--- config.mk ---
export PLATFORM = sky130hd
export DESIGN_NAME = bcd_seq_ctrl_flat
export DESIGN_NICKNAME = d
export VERILOG_FILES = /design/src/rtl/bcd_seq_pkg.sv /design/src/rtl/bcd_seq_ctrl_if.sv /design/src/rtl/bcd_to_seg7.sv /design/src/rtl/bcd_seq_ctrl.sv /design/src/flat_wrapper.sv
export SDC_FILE = /design/constraint.sdc
export NUM_CORES = 1
export LEC_CHECK = 0
export ABC_AREA = 1
export BUFFER_PORTS_ARGS = -buffer_cell sky130_fd_sc_hd__buf_4
export CORE_MARGIN = 2
export CORE_UTILIZATION = 30
export DETAILED_ROUTE_END_ITERATION = 8
export PLACE_DENSITY = 0.45
export SYNTH_ARGS = -nofsm -noshare
export SYNTH_HDL_FRONTEND = slang
export SYNTH_HIERARCHICAL = 1
export SYNTH_SLANG_ARGS = --single-unit
--- constraint.sdc ---
create_clock -name clk -period 2.8 [get_ports clk]
set_clock_uncertainty 0.1 [all_clocks]
set_input_delay 0.56 -clock clk [delete_from_list [all_inputs] [get_ports clk]]
set_output_delay 0.56 -clock clk [all_outputs]
set_load 0.01 [all_outputs]
--- src/rtl/bcd_seq_pkg.sv ---
// Shared types and constants for the BCD up-counter / two-digit display
// controller: FSM state encoding, active-low 7-segment patterns and the
// digit-enable codes.
package bcd_seq_pkg;

  typedef enum logic [1:0] {
    ST_IDLE = 2'd0,
    ST_RUN  = 2'd1,
    ST_HOLD = 2'd2
  } state_e;

  // Segments a..g on bits [6:0], 0 = lit
  localparam logic [6:0] SEG_0     = 7'b0000001;
  localparam logic [6:0] SEG_1     = 7'b1001111;
  localparam logic [6:0] SEG_2     = 7'b0010010;
  localparam logic [6:0] SEG_3     = 7'b0000110;
  localparam logic [6:0] SEG_4     = 7'b1001100;
  localparam logic [6:0] SEG_5     = 7'b0100100;
  localparam logic [6:0] SEG_6     = 7'b0100000;
  localparam logic [6:0] SEG_7     = 7'b0001111;
  localparam logic [6:0] SEG_8     = 7'b0000000;
  localparam logic [6:0] SEG_9     = 7'b0000100;
  localparam logic [6:0] SEG_BLANK = 7'b1111111;

  // Digit enables, active-low; an[0] = ones, an[1] = tens
  localparam logic [1:0] AN_ONES = 2'b10;
  localparam logic [1:0] AN_TENS = 2'b01;
  localparam logic [1:0] AN_OFF  = 2'b11;

endpackage

--- src/rtl/bcd_seq_ctrl_if.sv ---
// Control inputs and display/count outputs of bcd_seq_ctrl. The master side
// drives the level controls; the slave (the controller) drives the display.
interface bcd_seq_ctrl_if;
  logic       start;
  logic       stop;
  logic       clear;
  logic       step;
  logic [6:0] seg;
  logic [1:0] an;
  logic [3:0] ones;
  logic [3:0] tens;
  logic       wrap;
  logic       running;

  modport master (
    output start, stop, clear, step,
    input  seg, an, ones, tens, wrap, running
  );

  modport slave (
    input  start, stop, clear, step,
    output seg, an, ones, tens, wrap, running
  );
endinterface

--- src/rtl/bcd_to_seg7.sv ---
// Combinational BCD to active-low 7-segment decoder; non-BCD codes go dark.
module bcd_to_seg7
  import bcd_seq_pkg::*;
(
  input  logic [3:0] bcd_i,
  output logic [6:0] seg_o
);

  // Pattern lookup
  always_comb begin
    seg_o = SEG_BLANK;
    case (bcd_i)
      4'd0:    seg_o = SEG_0;
      4'd1:    seg_o = SEG_1;
      4'd2:    seg_o = SEG_2;
      4'd3:    seg_o = SEG_3;
      4'd4:    seg_o = SEG_4;
      4'd5:    seg_o = SEG_5;
      4'd6:    seg_o = SEG_6;
      4'd7:    seg_o = SEG_7;
      4'd8:    seg_o = SEG_8;
      4'd9:    seg_o = SEG_9;
      default: seg_o = SEG_BLANK;
    endcase
  end

endmodule

--- src/rtl/bcd_seq_ctrl.sv ---
// Two-digit BCD up-counter with IDLE/RUN/HOLD control, a run-time prescaler,
// single-step in HOLD and a free-running multiplexed 7-segment scanner that
// shares one decoder between the two digits.
module bcd_seq_ctrl
  import bcd_seq_pkg::*;
#(
  parameter int unsigned PRESCALE  = 1000000,
  parameter int unsigned SCAN_DIV  = 1000,
  parameter int unsigned MAX_COUNT = 99,
  parameter int unsigned BLANK_LZ  = 1
) (
  input  logic           clk,
  input  logic           rst,
  bcd_seq_ctrl_if.slave  bus
);

  localparam int unsigned PW = (PRESCALE > 1) ? $clog2(PRESCALE) : 1;
  localparam int unsigned SW = (SCAN_DIV > 1) ? $clog2(SCAN_DIV) : 1;
  localparam logic [PW-1:0] PRE_LAST  = PW'(PRESCALE - 1);
  localparam logic [SW-1:0] SCAN_LAST = SW'(SCAN_DIV - 1);
  localparam logic [3:0]    MAX_TENS  = 4'(MAX_COUNT / 10);
  localparam logic [3:0]    MAX_ONES  = 4'(MAX_COUNT % 10);
  localparam bit            BLANK_EN  = (BLANK_LZ != 0);

  state_e        state_q, state_d;
  logic [PW-1:0] presc_q, presc_d;
  logic [3:0]    ones_q, ones_d, tens_q, tens_d;
  logic          wrap_q, wrap_d;
  logic          running_q;
  logic [SW-1:0] scan_q, scan_d;
  logic          sel_q, sel_d;      // 0 = ones slot, 1 = tens slot
  logic [6:0]    seg_q, seg_d;
  logic [1:0]    an_q, an_d;
  logic          inc_s;
  logic [3:0]    digit_s;
  logic [6:0]    dec_s;

  // FSM next state and prescaler; ignored inputs never block lower-priority ones
  always_comb begin
    state_d = state_q;
    presc_d = presc_q;
    inc_s   = 1'b0;
    if (bus.clear) begin
      state_d = ST_IDLE;
      presc_d = '0;
    end else begin
      case (state_q)
        ST_IDLE: begin
          presc_d = '0;
          if (bus.start) state_d = ST_RUN;
          else           state_d = ST_IDLE;
        end
        ST_RUN: begin
          if (bus.stop) begin
            state_d = ST_HOLD;            // prescaler frozen, even at terminal
          end else if (presc_q == PRE_LAST) begin
            presc_d = '0;
            inc_s   = 1'b1;
          end else begin
            presc_d = presc_q + PW'(1);
          end
        end
        ST_HOLD: begin
          if (bus.start)     state_d = ST_RUN;
          else if (bus.step) inc_s   = 1'b1;
          else               state_d = ST_HOLD;
        end
        default: begin
          state_d = ST_IDLE;
          presc_d = '0;
        end
      endcase
    end
  end

  // BCD count update and wrap detection
  always_comb begin
    ones_d = ones_q;
    tens_d = tens_q;
    wrap_d = 1'b0;
    if (bus.clear) begin
      ones_d = 4'd0;
      tens_d = 4'd0;
    end else if (inc_s) begin
      if (ones_q == MAX_ONES && tens_q == MAX_TENS) begin
        ones_d = 4'd0;
        tens_d = 4'd0;
        wrap_d = 1'b1;
      end else if (ones_q == 4'd9) begin
        ones_d = 4'd0;
        tens_d = tens_q + 4'd1;
      end else begin
        ones_d = ones_q + 4'd1;
      end
    end else begin
      ones_d = ones_q;
    end
  end

  // Scanner slot counter and digit select
  always_comb begin
    scan_d = scan_q + SW'(1);
    sel_d  = sel_q;
    if (scan_q == SCAN_LAST) begin
      scan_d = '0;
      sel_d  = ~sel_q;
    end else begin
      sel_d  = sel_q;
    end
  end

  assign digit_s = sel_q ? tens_q : ones_q;

  bcd_to_seg7 u_seg7 (
    .bcd_i (digit_s),
    .seg_o (dec_s)
  );

  // Segment and enable pair for the current slot, with leading-zero blanking
  always_comb begin
    an_d  = sel_q ? AN_TENS : AN_ONES;
    seg_d = dec_s;
    if (sel_q && BLANK_EN && tens_q == 4'd0) seg_d = SEG_BLANK;
    else                                     seg_d = dec_s;
  end

  // State, count and display registers with synchronous reset
  always_ff @(posedge clk) begin
    if (rst) begin
      state_q   <= ST_IDLE;
      presc_q   <= '0;
      ones_q    <= 4'd0;
      tens_q    <= 4'd0;
      wrap_q    <= 1'b0;
      running_q <= 1'b0;
      scan_q    <= '0;
      sel_q     <= 1'b0;
      seg_q     <= SEG_BLANK;
      an_q      <= AN_OFF;
    end else begin
      state_q   <= state_d;
      presc_q   <= presc_d;
      ones_q    <= ones_d;
      tens_q    <= tens_d;
      wrap_q    <= wrap_d;
      running_q <= (state_d == ST_RUN);
      scan_q    <= scan_d;
      sel_q     <= sel_d;
      seg_q     <= seg_d;
      an_q      <= an_d;
    end
  end

  assign bus.seg     = seg_q;
  assign bus.an      = an_q;
  assign bus.ones    = ones_q;
  assign bus.tens    = tens_q;
  assign bus.wrap    = wrap_q;
  assign bus.running = running_q;

endmodule

--- src/flat_wrapper.sv ---
// flat-port wrapper written by rule: the top's interface ports become plain ports
module bcd_seq_ctrl_flat import bcd_seq_pkg::*;
#(
  parameter int unsigned PRESCALE  = 1000000,
  parameter int unsigned SCAN_DIV  = 1000,
  parameter int unsigned MAX_COUNT = 99,
  parameter int unsigned BLANK_LZ  = 1
)
  (clk, rst, bus_start, bus_stop, bus_clear, bus_step, bus_seg, bus_an, bus_ones, bus_tens, bus_wrap, bus_running);
  bcd_seq_ctrl_if bus_i ();
  input  logic clk;
  input  logic rst;
  input wire logic [$bits(bus_i.start)-1:0] bus_start;
  input wire logic [$bits(bus_i.stop)-1:0] bus_stop;
  input wire logic [$bits(bus_i.clear)-1:0] bus_clear;
  input wire logic [$bits(bus_i.step)-1:0] bus_step;
  output wire logic [$bits(bus_i.seg)-1:0] bus_seg;
  output wire logic [$bits(bus_i.an)-1:0] bus_an;
  output wire logic [$bits(bus_i.ones)-1:0] bus_ones;
  output wire logic [$bits(bus_i.tens)-1:0] bus_tens;
  output wire logic [$bits(bus_i.wrap)-1:0] bus_wrap;
  output wire logic [$bits(bus_i.running)-1:0] bus_running;
  assign bus_i.start = bus_start;
  assign bus_i.stop = bus_stop;
  assign bus_i.clear = bus_clear;
  assign bus_i.step = bus_step;
  assign bus_seg = bus_i.seg;
  assign bus_an = bus_i.an;
  assign bus_ones = bus_i.ones;
  assign bus_tens = bus_i.tens;
  assign bus_wrap = bus_i.wrap;
  assign bus_running = bus_i.running;
  bcd_seq_ctrl #(.PRESCALE(PRESCALE), .SCAN_DIV(SCAN_DIV), .MAX_COUNT(MAX_COUNT), .BLANK_LZ(BLANK_LZ)) u_core (.clk(clk), .rst(rst), .bus(bus_i));
endmodule
==> reports/results.txt <==
status -> complete, no violations
VDD IR max -> 0.000193 V
sw frac -> 25.5%
Worst setup startpoint -> u_core/state_q[1]
Clock Latency Late Sink -> 310 ps
RR Endpoint -> u_core/presc_q[12]
relative slew slack -> 52.0%
final setup TNS -> 0 ps
fillcell total -> 1008
port bufs -> 24
Top FF cell, synth -> dfxtp_1
yosys warns -> 6
CTS tree -> built
H-tree Lvls -> 2
Finished Layout Cells -> 540
core area -> 9110 µm²
Pleak -> 1.32 nW
Yosys reg bits -> 52
FF/Latch Area -> 1040 µm²
worst hold slack -> 345 ps
Hold Crit Class -> in -> reg
Post-Synth Adder-Cell Area -> 6.29%
post-synthesis simple-gate area fraction -> 33.7%
largest area contributor in the netlist -> dfxtp_1
drt total wl -> 6.26 mm
CTS Hold Bufs -> 0
Die Area -> 10100 µm²
placement row count -> 35
grt total ovfl -> 0
RSZ-0062 raised after global routing -> false
fin. max-slew vios -> 0
Syn Nets -> 419
CTS resizes -> 0
width of the die -> 100 µm
post-layout util -> 35.0%
complex-gate fraction of the synthesized area -> 12.1%
Post-Synthesis Cells -> 399
die span in y -> 100 µm
PD cells -> 404 nW/µm²
Root Buffer -> clkbuf_8
GRT Total Usage -> 13.3%
WL per Instance -> 11.6 µm
initial antenna violation count -> 0
fin crit share -> 77.2%
Worst Setup End Kind -> register
DP HPWL -> 4.84 mm
Hold Crit Start -> rst
Net Switching -> 0.329 mW
sequential-to-total area share from yosys stat -> 37.4%
worst path required time -> 2910 ps
synth cell count leaders -> nand2_1, inv_1, dfxtp_1
initial core utilization -> 30.6%
DR DRC count -> 0
Post-synth EDFFs -> 0
first-pass GRT wire length -> 10.8 mm
placed inst area -> 3090 µm²
antenna viol nets, final -> 0
Comb pwr share -> 5.1%
Post-CTS Setup Bufs -> 0
Hold Crit Depth -> 2
Fmax -> 0.462 GHz
share of cells above drive strength 1 -> 12.6%
top-area cell type share of the netlist area -> 37.4%
CP Launch Type -> register
Bufs on Longest Clock Path -> 2
Seq pwr share -> 58.6%
Reg clk slew, reported paths -> 110 ps
Top Ports -> 25
worst-margin pin slew -> 713 ps
clock network power share -> 36.3%
placed cells -> 532
cell with the most instances after synthesis -> nand2_1
final setup fails -> 0
Multi-input gate area -> 1490 µm²
reg2reg path depth -> 7
RD Place Congestion -> 0.832
vias in the first global route -> 2394
post-synthesis cell area -> 2790 µm²
Final min period -> 2160 ps
Vias/cell -> 4.63
largest family of logic cells by synthesized area -> simple AND/OR/NAND/NOR gates
mux cell area share after synthesis -> 0%
Antenna Cells -> 0
top fanout value on the critical path -> 12
largest cells by area after synthesis -> dfxtp_1, nand2_1, inv_1, nor2_1, ha_1
pin count of the biggest net entering global routing -> 19
Worst R2R Start -> u_core/state_q[1]
Design Area, Final -> 3190 µm²
Final nets -> 448
Data arrival, critical path -> 2270 ps
Post-synth ARST share -> 0%
maxcap violations -> 0
Syn-to-layout area delta -> 14.3%
total CTS buffers -> 5
Initial DRC Count -> 68
Reg2Reg Setup Slack -> 640 ps
mean area per synthesized cell -> 6.98 µm²
post-synthesis xor/xnor area fraction -> 1.26%
Final Hold Fails -> 0
Pre-antenna DRT Iters -> 4
critical path class -> reg -> reg
Endpoint, Worst Hold -> u_core/scan_q[2]
Int Pwr -> 0.960 mW
CTS sink cnt -> 52
Synth cell types -> 38
detailed-route via count -> 2501
-- per-stage QoR --
step | power [mW] | worst slack, ps
finish | 1.29 | 637
global route | 1.35 | 433
CTS | 1.31 | 618
detailed placement | 0.840 | 631
global placement | 0.839 | 677
floorplan | 0.811 | 958
-- layout make-up --
class | count | area share (%)
Sequential cell | 52 | 32.7
Clock inverter | 3 | 0.786
Inverter | 63 | 7.42
Tap cell | 111 | 4.36
Multi-Input combinational cell | 281 | 46.7
Timing Repair Buffer | 25 | 5.89
Clock buffer | 5 | 2.16
-- logic make-up (layout without fill, tap and decap cells) --
group | after synthesis | after routing
xor gates and xnor gates | 4 | 4
and+or+nand+nor | 205 | 205
buffers and inverters | 66 | 96
DFF | 52 | 52
AOI/OAI and AO/OA | 58 | 58
adders and majority gates | 14 | 14
-- worst max path at each step --
stage / end / slack [ps]
after floorplan: u_core/bus.seg[3] / 960
after global placement: u_core/presc_q[8] / 680
after detailed placement: u_core/presc_q[12] / 630
after CTS: u_core/presc_q[12] / 620
after global routing: u_core/presc_q[10] / 430
final: u_core/presc_q[12] / 640
-- sequential cells by signal (all words and copies together), names as in the netlist --
| register | cells |
|---|---|
| u_core/state_q | 2 |
| u_core/bus.ones | 4 |
| u_core/bus.running | 1 |
| u_core/bus.an | 2 |
| u_core/presc_q | 20 |
| u_core/bus.tens | 4 |
| u_core/bus.wrap | 1 |
| u_core/bus.seg | 7 |
| u_core/sel_q | 1 |
| u_core/scan_q | 10 |
-- placed cells by master, fill, tap and decap left out, types with 2 or more instances in the layout --
cell      count
a21oi_1      29
a31oi_1       2
buf_4        25
clkbuf_8      5
dfxtp_1      52
ha_1         14
inv_1        60
inv_2         2
inv_6         2
nand2_1      93
nand2_2       4
nand3_1      25
nand3_2       2
nand4_1       6
nor2_1       48
nor2_2        2
nor3_1       11
nor3b_1       3
nor3b_2       2
o211ai_1      4
o21a_1        2
o21ai_0      15
or2_2         2
xor2_1        3
-- worst max-delay path, cell delays in order (launching register included) --
cell and delay [ps]:
dfxtp_1 400, inv_1 90, ha_1 260, a21oi_4 290, inv_2 170, nor4_2 330, nor3b_1 310, a21oi_1 110
-- power groups by stage --
stage                     Sequential (mW)  Clock (mW)  Combinational, mW
after floorplan                     0.774           0             0.0369
after global placement              0.772           0             0.0669
after detailed placement            0.772           0             0.0673
after CTS                           0.755       0.487             0.0674
after global routing                0.757       0.518             0.0746
final                               0.755       0.468             0.0659
-- layer usage --
metal  wire length [µm]  global-route usage [%]  vias up
met4                 48                    3.48        0
met1               3080                    17.0     1134
met3                204                    2.99        4
met2               2930                    22.5       28
li1                   -                       -     1335
met5                  0                       0        -
Note: power is estimated with default switching activity, not from simulation.
